[src/rtl/pipe_stage_reg_pkg.sv]
// Shared handshake types for MINAv2 inter-stage pipeline registers.
package pipe_stage_reg_pkg;

  typedef struct packed {
    logic valid;
    logic ready;
  } pipe_hs_t;

  localparam int PIPE_SKID_DEPTH = 2;

  function automatic logic hs_xfer(input pipe_hs_t hs);
    return hs.valid & hs.ready;
  endfunction

endpackage

[src/rtl/pipe_stage_reg_sat_counter.sv]
// Saturating event counter: holds at all-ones instead of wrapping; clr wins over inc.
module sat_counter #(
  parameter int CNT_W = 16
) (
  input  logic             clk,
  input  logic             clr,
  input  logic             inc,
  output logic [CNT_W-1:0] count
);

  logic [CNT_W-1:0] r_count;

  always_ff @(posedge clk) begin
    if (clr)                         r_count <= '0;
    else if (inc && (r_count != '1)) r_count <= r_count + 1'b1;
  end

  assign count = r_count;

endmodule

[src/rtl/pipe_stage_reg.sv]
// Inter-stage pipeline register with a main slot plus one skid slot (FIFO depth 2).
// Optional perf counters (stall/flush) when MINA_PIPE_PERF_EN is defined.
import pipe_stage_reg_pkg::*;

module pipe_stage_reg #(
  parameter int               WIDTH  = 64,
  parameter logic [WIDTH-1:0] BUBBLE = '0,
  parameter int               CNT_W  = 16
) (
  input  logic             clk,
  input  logic             rst_n,
  input  logic             in_valid,
  output logic             in_ready,
  input  logic [WIDTH-1:0] in_data,
  output logic             out_valid,
  input  logic             out_ready,
  output logic [WIDTH-1:0] out_data,
  input  logic             flush
`ifdef MINA_PIPE_PERF_EN
  ,
  output logic [CNT_W-1:0] stall_cnt,
  output logic [CNT_W-1:0] flush_cnt
`endif
);

  logic             r_main_vld;
  logic [WIDTH-1:0] r_main_data;
  logic             r_skid_vld;
  logic [WIDTH-1:0] r_skid_data;

  pipe_hs_t w_up_hs;
  pipe_hs_t w_dn_hs;
  logic     w_up_xfer;
  logic     w_dn_xfer;

  // in_ready comes straight from a flop: no combinational path from out_ready.
  assign in_ready  = ~r_skid_vld;
  assign out_valid = r_main_vld;
  assign out_data  = r_main_data;

  assign w_up_hs   = '{valid: in_valid,   ready: in_ready};
  assign w_dn_hs   = '{valid: r_main_vld, ready: out_ready};
  assign w_up_xfer = hs_xfer(w_up_hs);
  assign w_dn_xfer = hs_xfer(w_dn_hs);

  // r_main_data is kept at BUBBLE whenever the slot is empty, so out_data never shows stale beats.
  always_ff @(posedge clk) begin
    if (!rst_n || flush) begin
      r_main_vld  <= 1'b0;
      r_main_data <= BUBBLE;
      r_skid_vld  <= 1'b0;
      r_skid_data <= BUBBLE;
    end else if (r_skid_vld) begin
      if (out_ready) begin
        r_main_vld  <= 1'b1;
        r_main_data <= r_skid_data;
        r_skid_vld  <= 1'b0;
        r_skid_data <= BUBBLE;
      end
    end else if (!r_main_vld || w_dn_xfer) begin
      r_main_vld  <= w_up_xfer;
      r_main_data <= w_up_xfer ? in_data : BUBBLE;
    end else if (w_up_xfer) begin
      r_skid_vld  <= 1'b1;
      r_skid_data <= in_data;
    end
  end

`ifdef MINA_PIPE_PERF_EN
  logic w_stall_inc;
  logic w_flush_inc;

  assign w_stall_inc = r_main_vld & ~out_ready;
  assign w_flush_inc = flush & (r_main_vld | r_skid_vld);

  sat_counter #(.CNT_W(CNT_W)) u_stall_cnt (
    .clk   (clk),
    .clr   (~rst_n),
    .inc   (w_stall_inc),
    .count (stall_cnt)
  );

  sat_counter #(.CNT_W(CNT_W)) u_flush_cnt (
    .clk   (clk),
    .clr   (~rst_n),
    .inc   (w_flush_inc),
    .count (flush_cnt)
  );
`endif

endmodule

[config.mk]
export PLATFORM = sky130hd
export DESIGN_NAME = pipe_stage_reg
export DESIGN_NICKNAME = d
export VERILOG_FILES = /design/src/rtl/pipe_stage_reg_pkg.sv /design/src/rtl/pipe_stage_reg_sat_counter.sv /design/src/rtl/pipe_stage_reg.sv
export SDC_FILE = /design/constraint.sdc
export NUM_CORES = 1
export LEC_CHECK = 0
export ABC_AREA = 1
export CAP_MARGIN = 10
export CORE_MARGIN = 4
export CORE_UTILIZATION = 46
export CTS_BUF_LIST = sky130_fd_sc_hd__clkbuf_4
export CTS_CLUSTER_SIZE = 10
export DETAILED_ROUTE_END_ITERATION = 6
export PLACE_DENSITY = 0.72
export SLEW_MARGIN = 30
export SYNTH_ARGS = -nofsm -noshare
export SYNTH_HDL_FRONTEND = slang
export SYNTH_SLANG_ARGS = --single-unit
[constraint.sdc]
create_clock -name clk -period 2.4 [get_ports clk]
set_input_delay 0.48 -clock clk [delete_from_list [all_inputs] [get_ports clk]]
set_output_delay 0.48 -clock clk [all_outputs]
set_load 0.1 [all_outputs]
=== Word level (Yosys, flattened, before mapping) ===
Cells that the tools add are included.
Widths: inputs -> output; s select.

* Flip-flop bits (word level): 130
* Input bits: 69
* Output and inout bits: 66
* Word-level logic and storage cells: 32

* Equal/unequal tests: 2
* Multiplexer cells: 15
* Bitwise logic cells: 3
* Reductions and logical operators: 8

{| class="wikitable"
|+ Operator list
! cell !! count
|-
| $mux 64 || 8
|-
| $mux 1 || 7
|-
| $ne 2x2->1 const B || 2
|-
| $reduce_bool 2->1 || 2
|-
| $reduce_and 3->1 || 1
|-
| $and 1x1->1 || 2
|-
| $logic_not 1->1 || 2
|-
| $logic_or 1x1->1 || 2
|-
| $reduce_and 2->1 || 1
|-
| $not 1->1 || 1
|}

=== Longest topological paths before layout ===
* Word-level depth: 5
* Gate-level depth with buffers: 7
* Mapped depth without buffers: 6

=== Worst setup path before layout ===
OpenSTA, ideal clock, no wires.

* Kind: reg-to-reg
* Start point: reg r_main_vld, in the netlist out_valid
* End point: reg r_skid_data[43]
* Data arrival time: 1.807 ns
* Path slack: 0.522 ns
* Cell stages (with the launch flop): 6
* Path through: dfxtp_1 -> nand2_1 -> nor2_4 -> buf_2 -> nand2_1 -> a21oi_1

* Cells in the longest elaborated chain, start to end: 4

{| class="wikitable"
|+ RTL lines
! what !! RTL line !! source
|-
| start, declared || pipe_stage_reg.sv:26 || <nowiki>logic r_main_vld;</nowiki>
|-
| start signal, assigned || pipe_stage_reg.sv:61 || <nowiki>r_main_vld <= w_up_xfer;</nowiki>
|-
| $and 1x1->1 or $logic_not 1->1 (tied branches) || pipe_stage_reg_pkg.sv:12, pipe_stage_reg.sv:60 ||
|-
| $logic_or 1x1->1 * || pipe_stage_reg.sv:60 || <nowiki>end else if (!r_main_vld || w_dn_xfer) begin</nowiki>
|-
| $ne 2x2->1 (no line) * || -- ||
|-
| $reduce_and 3->1 (no line) * || -- ||
|-
| end signal, assigned || pipe_stage_reg.sv:65 || <nowiki>r_skid_data <= in_data;</nowiki>
|-
| end, declared || pipe_stage_reg.sv:29 || <nowiki>logic [WIDTH-1:0] r_skid_data;</nowiki>
|}

Every way passes the cells marked *; elsewhere a longest branch is shown, timed or not.
A chain may end at the register's enable or synchronous reset.

=== Worst setup path after layout ===
* Start point: reg r_skid_vld
* End point: out in_ready

* Cells in the longest elaborated chain, start to end: 1

{| class="wikitable"
|+ RTL lines
! what !! RTL line !! source
|-
| start, declared || pipe_stage_reg.sv:28 || <nowiki>logic r_skid_vld;</nowiki>
|-
| start signal, assigned || pipe_stage_reg.sv:51 || <nowiki>r_skid_vld <= 1'b0;</nowiki>
|-
| start signal, assigned || pipe_stage_reg.sv:57 || <nowiki>r_skid_vld <= 1'b0;</nowiki>
|-
| start signal, assigned || pipe_stage_reg.sv:64 || <nowiki>r_skid_vld <= 1'b1;</nowiki>
|-
| $not 1->1 || pipe_stage_reg.sv:37 || <nowiki>assign in_ready = ~r_skid_vld;</nowiki>
|-
| end, declared || pipe_stage_reg.sv:13 || <nowiki>output logic in_ready,</nowiki>
|}

No other way between the ends.

==> results.md <==
- The switching component of the power is 1.31 mW.
- The yosys synthesis warning count is 0.
- The met2 layer usage reported by global route is 34.0%.
- The instance count of the mapped netlist is roughly 730.
- Setup repair after global routing left no endpoint under its margin.
- The element type at the critical path start is a register.
- The net count of the finished layout is 898.
- Clock skew on the completed layout was measured at ~0.014 ns.
- The routed via count is between 5000 and 6000.
- The leakage power is between 2 and 3 nW.
- The number of filler cells placed in the layout is roughly 1000.
- The highest clock rate is 524 MHz.
- After floorplanning, the core was sized to cover roughly 0.011 mm².
- Dividing the detail-routed via count by the number of cells gives about 5.3.
- Net switching is 29.6% of the power.
- In this run the core area contains 38 standard-cell rows.
- For this configuration, the core starts out at a cell density of a little under half.
- The wire length of the first global-routing pass is about 23000 µm.
- Global routing consumed, over all layers together, between 20% and 30% of the routing resources.
- The number of sinks on the clock net is 130.
- Counting I/O delays and the setup requirement, the final critical path takes 1.91 ns.
- The number of buffers inserted by hold repair at cts is 0.
- The power density relative to cell area is 657 mW/mm².
- The power share of the sequential group is 50.1%.
- The maximum number of pins on one net before global-route repair is 80.
- Detailed placement ended at an HPWL of about 8700 µm.
- Global routing consumed, on the met1 layer, between 20% and 30% of the routing resources.
- The later pin in the worst-skew pair is clocked with a latency of about 0.50 ns.
- Post-CTS timing repair inserted 0 buffers for setup.
- In this run the worst path has a maximum fanout of 17.
- The power after layout is 4.44 mW.
- The busiest layer in global routing is met2.
- The number of nets in the synthesized netlist is about 800.
- For the final routed database, the setup TNS stands at 0 ns.
- For the worst setup path, the data arrival time is 1.43 ns.
- The slack of the critical path is 0.490 ns.
- By area the synthesized netlist is led by sky130_fd_sc_hd__dfxtp_1 (50%), sky130_fd_sc_hd__nand2_1 (14%), sky130_fd_sc_hd__a21oi_1 (12%).
- The post-route standard cell area excluding fillers is about 0.0068 mm².
- The master cell of the clock root buffer is sky130_fd_sc_hd__clkbuf_4.
- The met3 demand-to-capacity share in global routing is 5.68%.
- Synthesis inferred 130 register bits.
- Multiplexer cells account for 0% of the synthesized area.
- The H-tree was split into 4 levels.
- The count of nets left with antenna violations once routing finished came out at 0.
- The number of gates resized after CTS was 0.
- Summing the sequential cell areas from Yosys gives between 40% and 50% of the chip area.
- The share of total power in the clock network is 34.2%.
- The share of total power dissipated in combinational logic is 15.7%.
- TritonCTS built the clock tree.
- The critical path in this run is classified as reg2out.
- No sink is reached through more buffers than the 2 on the longest clock path.
- The data required time at the worst endpoint is around 1.9 ns.
- The via count of the first global-routing pass was between 5000 and 6000.
- The final-report hold violation count came to 0.
- A synthesized cell averages roughly 7.2 µm².
- The headroom to the max-slew limit is 55.2%.
- The die footprint is 0.0132 mm².
- The total count of max-transition violations in the final report is 0.
- From synthesis to final layout, the design area changed by 28.6%.
- The compound-cell area share of the yosys netlist is ~18%.
- Dividing the final minimum period by the clock period gives around four fifths.
- The initial antenna violation count is 0.
- The detailed router finished its first iteration with 439 violations.
- Counting the buffers created by CTS gives 17.
- Max-cap violations in this run came to 0.
- The count of final setup violators is 0.
- The routed wire length per instance is 14.2 µm.
- Buffers placed on the I/O ports in this run total about 130.
- The wire length reported by the detailed router is 14000 µm.
- The area fraction of the dominant cell type after synthesis is 49.5%.
- The biggest area contributor in the post-synthesis netlist is sky130_fd_sc_hd__dfxtp_1.
- The dominant combinational cell family by area after synthesis is simple AND/OR/NAND/NOR gates.
- The total area of multi-input combinational cells is 0.00234 mm².
- The slew at the pin with the worst max-slew slack is 0.672 ns.
- The floorplan step set the die width to around 110 µm.
- The die span in y is 115 µm.
- The weighted congestion at the end of routability-driven global placement is 0.758.
- Pin placement for this block handled between 100 and 150 I/O pins.
- The flow ran to the end, and the final reports show no timing, DRC or antenna violations.
- The placement-stage worst setup slack is 0.353 ns.
- After clock tree synthesis, the clock-pin slew on the worst setup and hold paths is ~0.12 ns.
- The critical path capture point type is an output pin.
- The netlist uses 15 different library cells.
- Summed over all layers, the global routing overflow is 0.
- Summing all placed instances gives a cell area of ~0.0065 mm².
- The total internal power is 3.13 mW.
- The highest ir drop seen on vdd is 0.341 mV.
- The fraction of layout cells with a size suffix above 1 is 13.8%.
- The first-pass detailed-route iteration total is 5.
- The xor/xnor cell area share of the yosys netlist is 0%.
- The adder and majority gate portion of the synthesized area is 0%.
- The DRC violation count after routing is 0.
- After Yosys synthesis, and, or, nand and nor cells account for 25.5% of the synthesized area.
- The area taken by flip-flops and latches is 0.00260 mm².
- The kind of path behind the tightest hold check is reg2reg.
- In this run the cell area of the synthesized design comes to 0.00526 mm².
- The antenna cell count is 0.
- The post-layout utilization of the core is 61.3%.
-- per-stage QoR --
stage	hold WS [ns]	std cells
global route	0.494	982
floorplan	0.457	726
finish	0.487	982
detailed placement	0.472	950
global placement	0.466	950
CTS	0.488	982
-- area by class of cell --
type / instances / share of cell area [%]
well taps: 140 / 2.59
repair buffers: 146 / 19.5
clock buffers: 17 / 1.89
flip-flops and latches: 130 / 38.5
multi-input cells: 526 / 34.6
clock inverters: 15 / 2.48
inverters: 8 / 0.481
-- flip-flops by register name, summed over array words and instances, names as in the netlist --
signal	count
r_skid_vld	1
out_valid	1
out_data	64
r_skid_data	64
-- critical path, stage by stage (launching register included) --
cell and delay (ns):
sky130_fd_sc_hd__dfxtp_2 0.59, sky130_fd_sc_hd__inv_2 0.08, sky130_fd_sc_hd__buf_4 0.25
-- metal layers --
metal	part of all wire, %	routed length [µm]	vias to the layer above
met5	0	0	-
li1	-	-	2611
met1	45	6260	2384
met2	46	6490	207
met4	0.94	132	0
met3	7.9	1100	13
-- cell usage in the layout, fill, tap and decap left out, types with 6 or more instances in the layout --
cell type                         Yosys  routed
sky130_fd_sc_hd__nor2_1              67      66
sky130_fd_sc_hd__inv_1                7       6
sky130_fd_sc_hd__o21ai_0             64      64
sky130_fd_sc_hd__nand3_1             65      65
sky130_fd_sc_hd__nand2_1            199     197
sky130_fd_sc_hd__dfxtp_1            130     129
sky130_fd_sc_hd__buf_4               10      74
sky130_fd_sc_hd__a21oi_1            128     128
sky130_fd_sc_hd__clkdlybuf4s50_1      0      68
sky130_fd_sc_hd__clkbuf_4             0      17
-- synthesized netlist by cell type --
cell type and n:
sky130_fd_sc_hd__buf_2 37, sky130_fd_sc_hd__nor2_4 1, sky130_fd_sc_hd__buf_1 2, sky130_fd_sc_hd__inv_1 7, sky130_fd_sc_hd__inv_2 1, sky130_fd_sc_hd__nand3_1 65, sky130_fd_sc_hd__o21ai_1 1, sky130_fd_sc_hd__a21oi_1 128
sky130_fd_sc_hd__nand2_1 199, sky130_fd_sc_hd__nor2_1 67, sky130_fd_sc_hd__clkbuf_1 13, sky130_fd_sc_hd__o21ai_0 64, sky130_fd_sc_hd__dfxtp_1 130, sky130_fd_sc_hd__buf_4 10, sky130_fd_sc_hd__nor2_2 1
-- cells by family after synthesis --
| group | Yosys count |
|---|---|
| buffers and inverters | 70 |
| and+or+nand+nor | 333 |
| AOI/OAI and AO/OA | 193 |
| DFF | 130 |
-- power groups by stage --
stage	clock network (mW)	registers [mW]	logic [mW]
floorplan	0	2.55	0.179
detailed placement	0	2.27	0.696
CTS	1.56	2.23	0.698
global route	1.68	2.23	0.741
finish	1.52	2.22	0.697
global placement	0	2.27	0.691
-- worst paths after layout --
| kind | startpoint | to | slack [ns] | cells past startpoint |
|---|---|---|---|---|
| setup reg to reg | r_skid_vld | out_data[46] | 0.80 | 5 |
| hold reg to reg | r_skid_data[9] | r_skid_data[9] | 0.49 | 2 |
| hold / removal | r_skid_data[9] | r_skid_data[9] | 0.49 | 2 |
| setup / recovery | r_skid_vld | in_ready | 0.49 | 2 |
Note: power is estimated with default switching activity, not from simulation.
